File: config.mk
export PLATFORM = sky130hd
export DESIGN_NAME = serial_bit_source_flat
export DESIGN_NICKNAME = d
export VERILOG_FILES = /design/src/rtl/serial_bit_source_if.sv /design/src/rtl/serial_bit_source.sv /design/src/flat_wrapper.sv
export SDC_FILE = /design/constraint.sdc
export NUM_CORES = 1
export LEC_CHECK = 0
export CORE_MARGIN = 10
export CORE_UTILIZATION = 35
export DETAILED_ROUTE_END_ITERATION = 16
export PLACE_DENSITY_LB_ADDON = 0.15
export SLEW_MARGIN = 0
export SYNTH_ARGS = -nofsm -noshare
export SYNTH_HDL_FRONTEND = slang
export SYNTH_SLANG_ARGS = --single-unit
export TNS_END_PERCENT = 20
File: constraint.sdc
create_clock -name clk -period 6.2 [get_ports clk]
set_clock_uncertainty 0.05 [all_clocks]
set_input_delay 1.24 -clock clk [delete_from_list [all_inputs] [get_ports clk]]
set_output_delay 1.24 -clock clk [all_outputs]
set_load 0.005 [all_outputs]
File: src/rtl/serial_bit_source_if.sv
// Word-side handshake bundle for serial_bit_source: the producer drives
// word_in, word_len and word_valid; the serialiser answers with word_ready.
interface serial_bit_source_if #(
    parameter int WIDTH = 14,
    parameter int LW    = $clog2(WIDTH + 1)
);
    logic [WIDTH-1:0] word_in;
    logic [LW-1:0]    word_len;
    logic             word_valid;
    logic             word_ready;

    modport master (output word_in, output word_len, output word_valid, input word_ready);
    modport slave  (input word_in, input word_len, input word_valid, output word_ready);
endinterface

File: src/rtl/serial_bit_source.sv
// Parallel-to-serial front end: variable-length words in over valid/ready,
// MSB-first continuous bit stream out, with a one-word holding register.
module serial_bit_source #(
    parameter int WIDTH = 14,
    parameter int LW    = $clog2(WIDTH + 1)
) (
    input  logic                clk,
    input  logic                reset_n,
    serial_bit_source_if.slave  word,
    output logic                bit_out,
    output logic                bit_valid,
    output logic                underrun
);
    typedef enum logic {IDLE, SHIFT} state_t;

    state_t           state_reg, state_next;
    logic [WIDTH-1:0] sh_reg, sh_next;
    logic [LW-1:0]    sh_cnt_reg, sh_cnt_next;
    logic [WIDTH-1:0] hd_reg, hd_next;
    logic [LW-1:0]    hd_len_reg, hd_len_next;
    logic             hd_full_reg, hd_full_next;
    logic             bit_out_reg, bit_out_next;
    logic             bit_valid_reg, bit_valid_next;
    logic             underrun_reg, underrun_next;

    logic [LW-1:0]    in_len;
    logic [WIDTH-1:0] in_aligned;
    logic             handshake;
    logic             refill;

    assign word.word_ready = !hd_full_reg;
    assign handshake       = word.word_valid && !hd_full_reg;
    assign refill          = (state_reg == IDLE) || (sh_cnt_reg == LW'(1));

    // Words are stored left-aligned so the next bit is always sh[WIDTH-1].
    always_comb begin
        if ((word.word_len == '0) || (word.word_len > LW'(WIDTH)))
            in_len = LW'(WIDTH);
        else
            in_len = word.word_len;
        in_aligned = word.word_in << (LW'(WIDTH) - in_len);
    end

    always_ff @(posedge clk or negedge reset_n) begin
        if (!reset_n) begin
            state_reg     <= IDLE;
            sh_reg        <= '0;
            sh_cnt_reg    <= '0;
            hd_reg        <= '0;
            hd_len_reg    <= '0;
            hd_full_reg   <= 1'b0;
            bit_out_reg   <= 1'b0;
            bit_valid_reg <= 1'b0;
            underrun_reg  <= 1'b0;
        end else begin
            state_reg     <= state_next;
            sh_reg        <= sh_next;
            sh_cnt_reg    <= sh_cnt_next;
            hd_reg        <= hd_next;
            hd_len_reg    <= hd_len_next;
            hd_full_reg   <= hd_full_next;
            bit_out_reg   <= bit_out_next;
            bit_valid_reg <= bit_valid_next;
            underrun_reg  <= underrun_next;
        end
    end

    always_comb begin
        sh_next        = sh_reg;
        sh_cnt_next    = sh_cnt_reg;
        hd_next        = hd_reg;
        hd_len_next    = hd_len_reg;
        hd_full_next   = hd_full_reg;
        bit_out_next   = 1'b0;
        bit_valid_next = 1'b0;

        case (state_reg)
            SHIFT: begin
                bit_out_next   = sh_reg[WIDTH-1];
                bit_valid_next = 1'b1;
                sh_next        = sh_reg << 1;
                sh_cnt_next    = sh_cnt_reg - LW'(1);
            end
            default: ;
        endcase

        // Holding register has priority on refill; a handshake can only
        // land directly in the shifter when hd is empty.
        if (refill) begin
            if (hd_full_reg) begin
                sh_next      = hd_reg;
                sh_cnt_next  = hd_len_reg;
                hd_full_next = 1'b0;
            end else if (handshake) begin
                sh_next     = in_aligned;
                sh_cnt_next = in_len;
            end
        end

        if (handshake && !refill) begin
            hd_next      = in_aligned;
            hd_len_next  = in_len;
            hd_full_next = 1'b1;
        end

        state_next    = (sh_cnt_next != '0) ? SHIFT : IDLE;
        underrun_next = bit_valid_reg && !bit_valid_next;
    end

    assign bit_out   = bit_out_reg;
    assign bit_valid = bit_valid_reg;
    assign underrun  = underrun_reg;
endmodule
File: src/flat_wrapper.sv
// flat-port wrapper written by rule: the top's interface ports become plain ports
module serial_bit_source_flat 
#(
    parameter int WIDTH = 14,
    parameter int LW    = $clog2(WIDTH + 1)
)
  (clk, reset_n, bit_out, bit_valid, underrun, word_word_in, word_word_len, word_word_valid, word_word_ready);
  serial_bit_source_if #(.WIDTH(WIDTH), .LW(LW)) word_i ();
  input  logic clk;
  input  logic reset_n;
  output logic bit_out;
  output logic bit_valid;
  output logic underrun;
  input wire logic [$bits(word_i.word_in)-1:0] word_word_in;
  input wire logic [$bits(word_i.word_len)-1:0] word_word_len;
  input wire logic [$bits(word_i.word_valid)-1:0] word_word_valid;
  output wire logic [$bits(word_i.word_ready)-1:0] word_word_ready;
  assign word_i.word_in = word_word_in;
  assign word_i.word_len = word_word_len;
  assign word_i.word_valid = word_word_valid;
  assign word_word_ready = word_i.word_ready;
  serial_bit_source #(.WIDTH(WIDTH), .LW(LW)) u_core (.clk(clk), .reset_n(reset_n), .word(word_i), .bit_out(bit_out), .bit_valid(bit_valid), .underrun(underrun));
endmodule
==> impl_metrics.csv, run 1 <==
group,metric,value,unit
clocking,root_buffer,"clkbuf_8",
sta,fmaxAchievable,227,MHz
routing,ant_nets,0,
synth,syn_area,2830,sq um
routing,drt_iter0_drc,133,
flow_run,max_cap_violations,0,
synth,yosysTopAreaCellShare,0.363,
clocking,clk_pin_slew_worst_paths,80,ps
final_layout,area_delta_synth_final,14.4,%
sta,setup_viol,0,
die,ios,25,
routing,finalWirelength,7480,microns
clocking,tritoncts,"yes",
clocking,cts_sinks,41,
synth,synth.distinct_cells,67,
global_route,grt_overflow_total,0,
setup_path,cp_max_fo,20,
synth,synth-main-ff-cell,"dfrtp_1",
die,rows,32,
sta,final.period_utilization,0.711,
synth,ys_async_sr_fraction,1.00,
clocking,ctsLongestPathBuffers,2,
clocking,numCtsBuffers,5,
final_layout,finish.utilization,0.414,
setup_path,crit_required,6340,ps
die,core_area,7810,sq um
hold_path,whs_path_depth,1,
synth,synth_top_area_cell,"dfrtp_1",
sta,rsz0062_at_grt,"false",
synth,synth_edf_count,0,
setup_path,critPathLaunchType,"input pin",
final_layout,fin_nets,336,
setup_path,reg2reg_depth,3,
global_route,grt_pass1_vias,2326,
synth,ys_seq_area_frac,0.363,
die,start_util,0.362,
synth,yosysWarnings,0,
clocking,cts_resized,0,
setup_path,r2r_setup_slack,2890,ps
routing,avgViaCountPerCell,5.59,
routing,drc_errors,0,
synth,ys_seq_elements,41,
clocking,h-tree-depth,2,
sta,relSlewSlack,0.246,
setup_path,arrival,4540,ps
clocking,postCtsSetupBuffers,0,
clocking,clock_latency,290,ps
pwr,peakVddDrop,0.103,mV
pwr,power.leakage,1.31,nW
setup_path,cp-end-kind,"register",
final_layout,antenna_cells,0,
sta,fin_crit,4410,ps
die,dieArea,12100,sq um
routing,post_drt_wl_per_cell,18.0,microns
synth,synthCells,298,
global_route,antenna_found_initial,0,
pwr,p_per_area,375,nW/um^2
hold_path,hold_class,"register to register",
sta,slew_violations,0,
global_route,grt_pass1_wl,12400,microns
sta,fin_tns_setup,0,ps
global_route,grt_max_degree,42,
global_route,grt_usage,0.129,
die,die_w,110,microns
synth,synthesis.nets,322,
final_layout,drive_gt1_frac,0.185,
routing,first_pass_iters,4,
sta,finalHoldViolCount,0,
run_status,outcome,"finished clean",
routing,vias,2318,
synth,syn_avg_cell_area,9.49,sq um
synth,synth_area_leaders,"dfrtp_1 36%, mux2_2 6.0%, mux4_2 5.6%",
setup_path,crit_type,"input pin to register",
die,dieHeight,110,microns
placement,numPortBuffers,24,
placement,detailed_place_hpwl,5580,microns
placement,gp_congestion,0.877,
clocking,cts-hold-fix-buffers,0,
sta,max_slew.worst_pin.slew,1130,ps
through the flow:
step / hold WS [ps] / cell area [sq um] / std cells / power, mW / setup WS, ps
finish: 438 / 3240 / 415 / 1.21 / 1790
global route: 453 / 3240 / 415 / 1.32 / 1530
CTS: 437 / 3240 / 415 / 1.22 / 1790
detailed placement: 415 / 3120 / 407 / 0.991 / 1490
global placement: 414 / 3120 / 407 / 0.983 / 1570
floorplan: 394 / 2830 / 298 / 0.842 / 2730
layout make-up:
type | count | area, sq um
clock buffer | 6 | 82.6
clock inverter | 2 | 37.5
fill | 784 | 4570
inverter | 9 | 33.8
multi-input combinational | 229 | 1680
sequential | 41 | 1030
tap | 102 | 128
timing repair buffer | 26 | 250
kinds of logic after synthesis:
kind of cell,share of synthesized area
simple gates,0.192
mux,0.140
compound gates,0.238
buf+inv,0.0442
xor+xnor,0.00929
fa+ha+maj,0.0133
flops,0.363
placed cells by master (no fill, tap or decap), drive strengths merged, types with 3 or more instances in the layout:
cell / instances
nor2: 20
inv: 9
a221oi: 4
a22oi: 11
and2: 4
dfrtp: 41
ha: 3
o21a: 3
and3: 5
nand2b: 6
or3: 5
mux2: 17
mux4: 7
nand2: 35
nor4b: 3
clkbuf: 6
clkdlybuf4s50: 23
o21ai: 24
a21oi: 23
mux2i: 4
buf: 3
o31ai: 5
nand3: 7
o211ai: 3
nor3: 7
worst max-delay path, stage by stage:
cell	delay [ps]
clkdlybuf4s50_1	720
nand3_2	200
nand2_4	180
inv_2	100
ha_1	420
inv_1	570
mux4_2	600
a22oi_1	200
a21oi_1	100
a21o_1	200
worst paths after layout:
path                                   endpoint         startpoint
max                           u_core.hd_reg[10]   word_word_len[2]
min                           u_core.hd_reg[11]  u_core.hd_reg[11]
max reg2reg                u_core.hd_len_reg[1]   u_core.state_reg
min reg2reg                   u_core.hd_reg[11]  u_core.hd_reg[11]
max in group asynchronous     u_core.sh_reg[11]            reset_n
min in group asynchronous      u_core.state_reg            reset_n
routing by layer:
metal  vias up  track usage  part of all wire
met5         -            0                 0
met2        43        0.192              0.44
met3         5       0.0199             0.034
met4         0       0.0335             0.010
met1      1129        0.189              0.52
li1       1141            -                 -
power breakdown:
part | internal [mW] | switching, mW
sequential | 0.383 | 0.0852
clock | 0.131 | 0.0975
combinational | 0.237 | 0.280
total | 0.751 | 0.462
cell usage after synthesis, types with 3 or more instances:
cell type  number
a22oi_1        11
nand3_1         6
nand2b_1        6
nor2_1         18
o21ai_1         5
nand2_1        34
and3_1          4
dfrtp_1        41
o31ai_1         3
o21ai_0        17
buf_2           7
o211ai_1        3
a221oi_1        4
clkbuf_1        9
ha_1            3
nor3_1          4
mux2i_1         4
mux4_2          7
inv_1           8
mux2_2         15
and2_1          4
or3_1           3
a21oi_1        22
Note: power is estimated with default switching activity, not from simulation.
==> run 2, diff against run 1 <==
==> constraint.sdc (replaced) <==
create_clock -name clk -period 4.4 [get_ports clk]
set_clock_uncertainty 0.05 [all_clocks]
set_input_delay 0.88 -clock clk [delete_from_list [all_inputs] [get_ports clk]]
set_output_delay 0.88 -clock clk [all_outputs]
set_load 0.005 [all_outputs]
==> run 2 against run 1 <==
Sequential share of layout area fell by 0.36 points. First-iteration DRC count rose by 23%. Via count rose by 1.6%. Count of clock-buffer cells in the layout did not move. Setup slack got worse by 1100 ps. Register-to-register slack got worse by 1100 ps. Non-clock buffer count rose by 5. Global-route usage rose by 0.39 points. Sequential power rose by 43%. Routed wire length rose by 0.80%. Die area did not move. Worst hold slack barely moved. Critical endpoint is now u_core.sh_reg[11].
==> impl_metrics.csv, run 2 (same netlist as run 1, synthesis figures left out) <==
group,metric,value,unit
die,dieHeight,110,microns
setup_path,cp-end-kind,"register",
sta,relSlewSlack,0.368,
clocking,clock_latency,300,ps
die,rows,32,
routing,ant_nets,0,
final_layout,finish.utilization,0.419,
sta,max_slew.worst_pin.slew,948,ps
routing,finalWirelength,7540,microns
sta,fin_crit,3680,ps
die,die_w,110,microns
clocking,ctsLongestPathBuffers,2,
final_layout,fin_area,3270,sq um
clocking,numCtsBuffers,5,
routing,vias,2356,
sta,rsz0062_at_grt,"false",
routing,drt_iter0_drc,163,
routing,first_pass_iters,4,
sta,fmaxAchievable,272,MHz
clocking,h-tree-depth,2,
run_status,outcome,"finished clean",
clocking,root_buffer,"clkbuf_8",
setup_path,crit_required,4540,ps
clocking,cts_resized,0,
clocking,tritoncts,"yes",
sta,final.period_utilization,0.836,
final_layout,final_cell_mix,"41 x dfrtp_1, 34 x nand2_1, 23 x clkdlybuf4s50_1",
global_route,grt_pass1_wl,12600,microns
setup_path,critPathLaunchType,"input pin",
die,core_area,7810,sq um
setup_path,arrival,3820,ps
hold_path,hold_class,"register to register",
global_route,antenna_found_initial,0,
routing,avgViaCountPerCell,5.61,
placement,placed_cell_area,3150,sq um
sta,fin_tns_setup,0,ps
final_layout,drive_gt1_frac,0.198,
routing,drc_errors,0,
pwr,power.leakage,1.33,nW
sta,setup_viol,0,
die,dieArea,12100,sq um
placement,gp_congestion,0.902,
placement,numPortBuffers,24,
setup_path,crit_type,"input pin to register",
clocking,cts-hold-fix-buffers,0,
setup_path,reg2reg_depth,8,
final_layout,area_delta_synth_final,15.7,%
final_layout,fin_nets,341,
hold_path,whs_path_depth,2,
clocking,clk_pin_slew_worst_paths,90,ps
sta,whs,437,ps
global_route,grt_usage,0.133,
flow_run,max_cap_violations,0,
sta,finalHoldViolCount,0,
clocking,postCtsSetupBuffers,0,
clocking,cts_sinks,41,
setup_path,crit_chain,"clkdlybuf4s50_1 -> nand3_2 -> nand2_4 -> inv_2 -> ha_1 -> inv_1 -> buf_4 -> o31a_1 -> a22oi_1 -> a21oi_1 -> o22a_1",
setup_path,worst-path-buf-inv,4,
global_route,grt_pass1_vias,2318,
final_layout,antenna_cells,0,
setup_path,crit_path_max_incr_delay,610,ps
setup_path,cp_max_fo,12,
pwr,p_per_area,525,nW/um^2
global_route,grt_overflow_total,0,
placement,detailed_place_hpwl,5500,microns
setup_path,r2r_setup_slack,1790,ps
routing,post_drt_wl_per_cell,18.0,microns
global_route,grt_max_degree,42,
setup_path,path_depth,11,
sta,slew_violations,0,
setup_path,slowest_stage,"clkdlybuf4s50_1",
pwr,peakVddDrop,0.220,mV
final_layout,mostFrequentLayoutCell,"dfrtp_1",
die,ios,25,
die,start_util,0.362,
setup_path,path_delay_family,"buffers and inverters",
final_layout,nFillCells,799,
[run 2: cell count changes in the layout (fill, tap and decap cells not counted), sizes merged]
cell	change
buf	+5
[run 2: tightest hold or removal path, stage by stage, from the launching register on]
cell,delay [ps]
dfrtp_1,350
nand2_1,50
o21ai_0,60
[run 2: layout make-up]
type,instances,area (sq um),area share
well taps,102,128,0.0390
multi-input cells,229,1680,0.513
repair buffers,31,288,0.0879
clock buffers,6,82.6,0.0252
inverters,9,33.8,0.0103
clock inverters,2,37.5,0.0115
flip-flops and latches,41,1030,0.313
[run 2: per-layer routing]
layer | part of all wire | global-route usage
met5 | 0 | 0
met1 | 0.51 | 0.194
met3 | 0.061 | 0.0304
met2 | 0.42 | 0.183
met4 | 0.014 | 0.0511
[run 2: path summary, 6_finish.rpt]
path                                 startpoint                end
min                            u_core.hd_reg[8]   u_core.hd_reg[8]
min in group asynchronous               reset_n    u_core.underrun
min reg2reg                    u_core.hd_reg[8]   u_core.hd_reg[8]
max in group asynchronous               reset_n  u_core.hd_reg[11]
max                            word_word_len[3]  u_core.sh_reg[11]
max reg2reg                u_core.sh_cnt_reg[1]   u_core.state_reg
[run 2: power breakdown]
group / internal, mW / switching (mW)
registers: 0.539 / 0.131
logic: 0.338 / 0.381
clock network: 0.185 / 0.145
total: 1.06 / 0.657
[run 2: per-stage QoR]
stage          worst slack, ps  std cells  power [mW]
2_1_floorplan             1290        298        1.19
3_3_place_gp               565        412        1.39
3_5_place_dp               441        412        1.40
4_1_cts                    750        420        1.73
5_1_grt                    482        420        1.86
6_report                   720        420        1.72
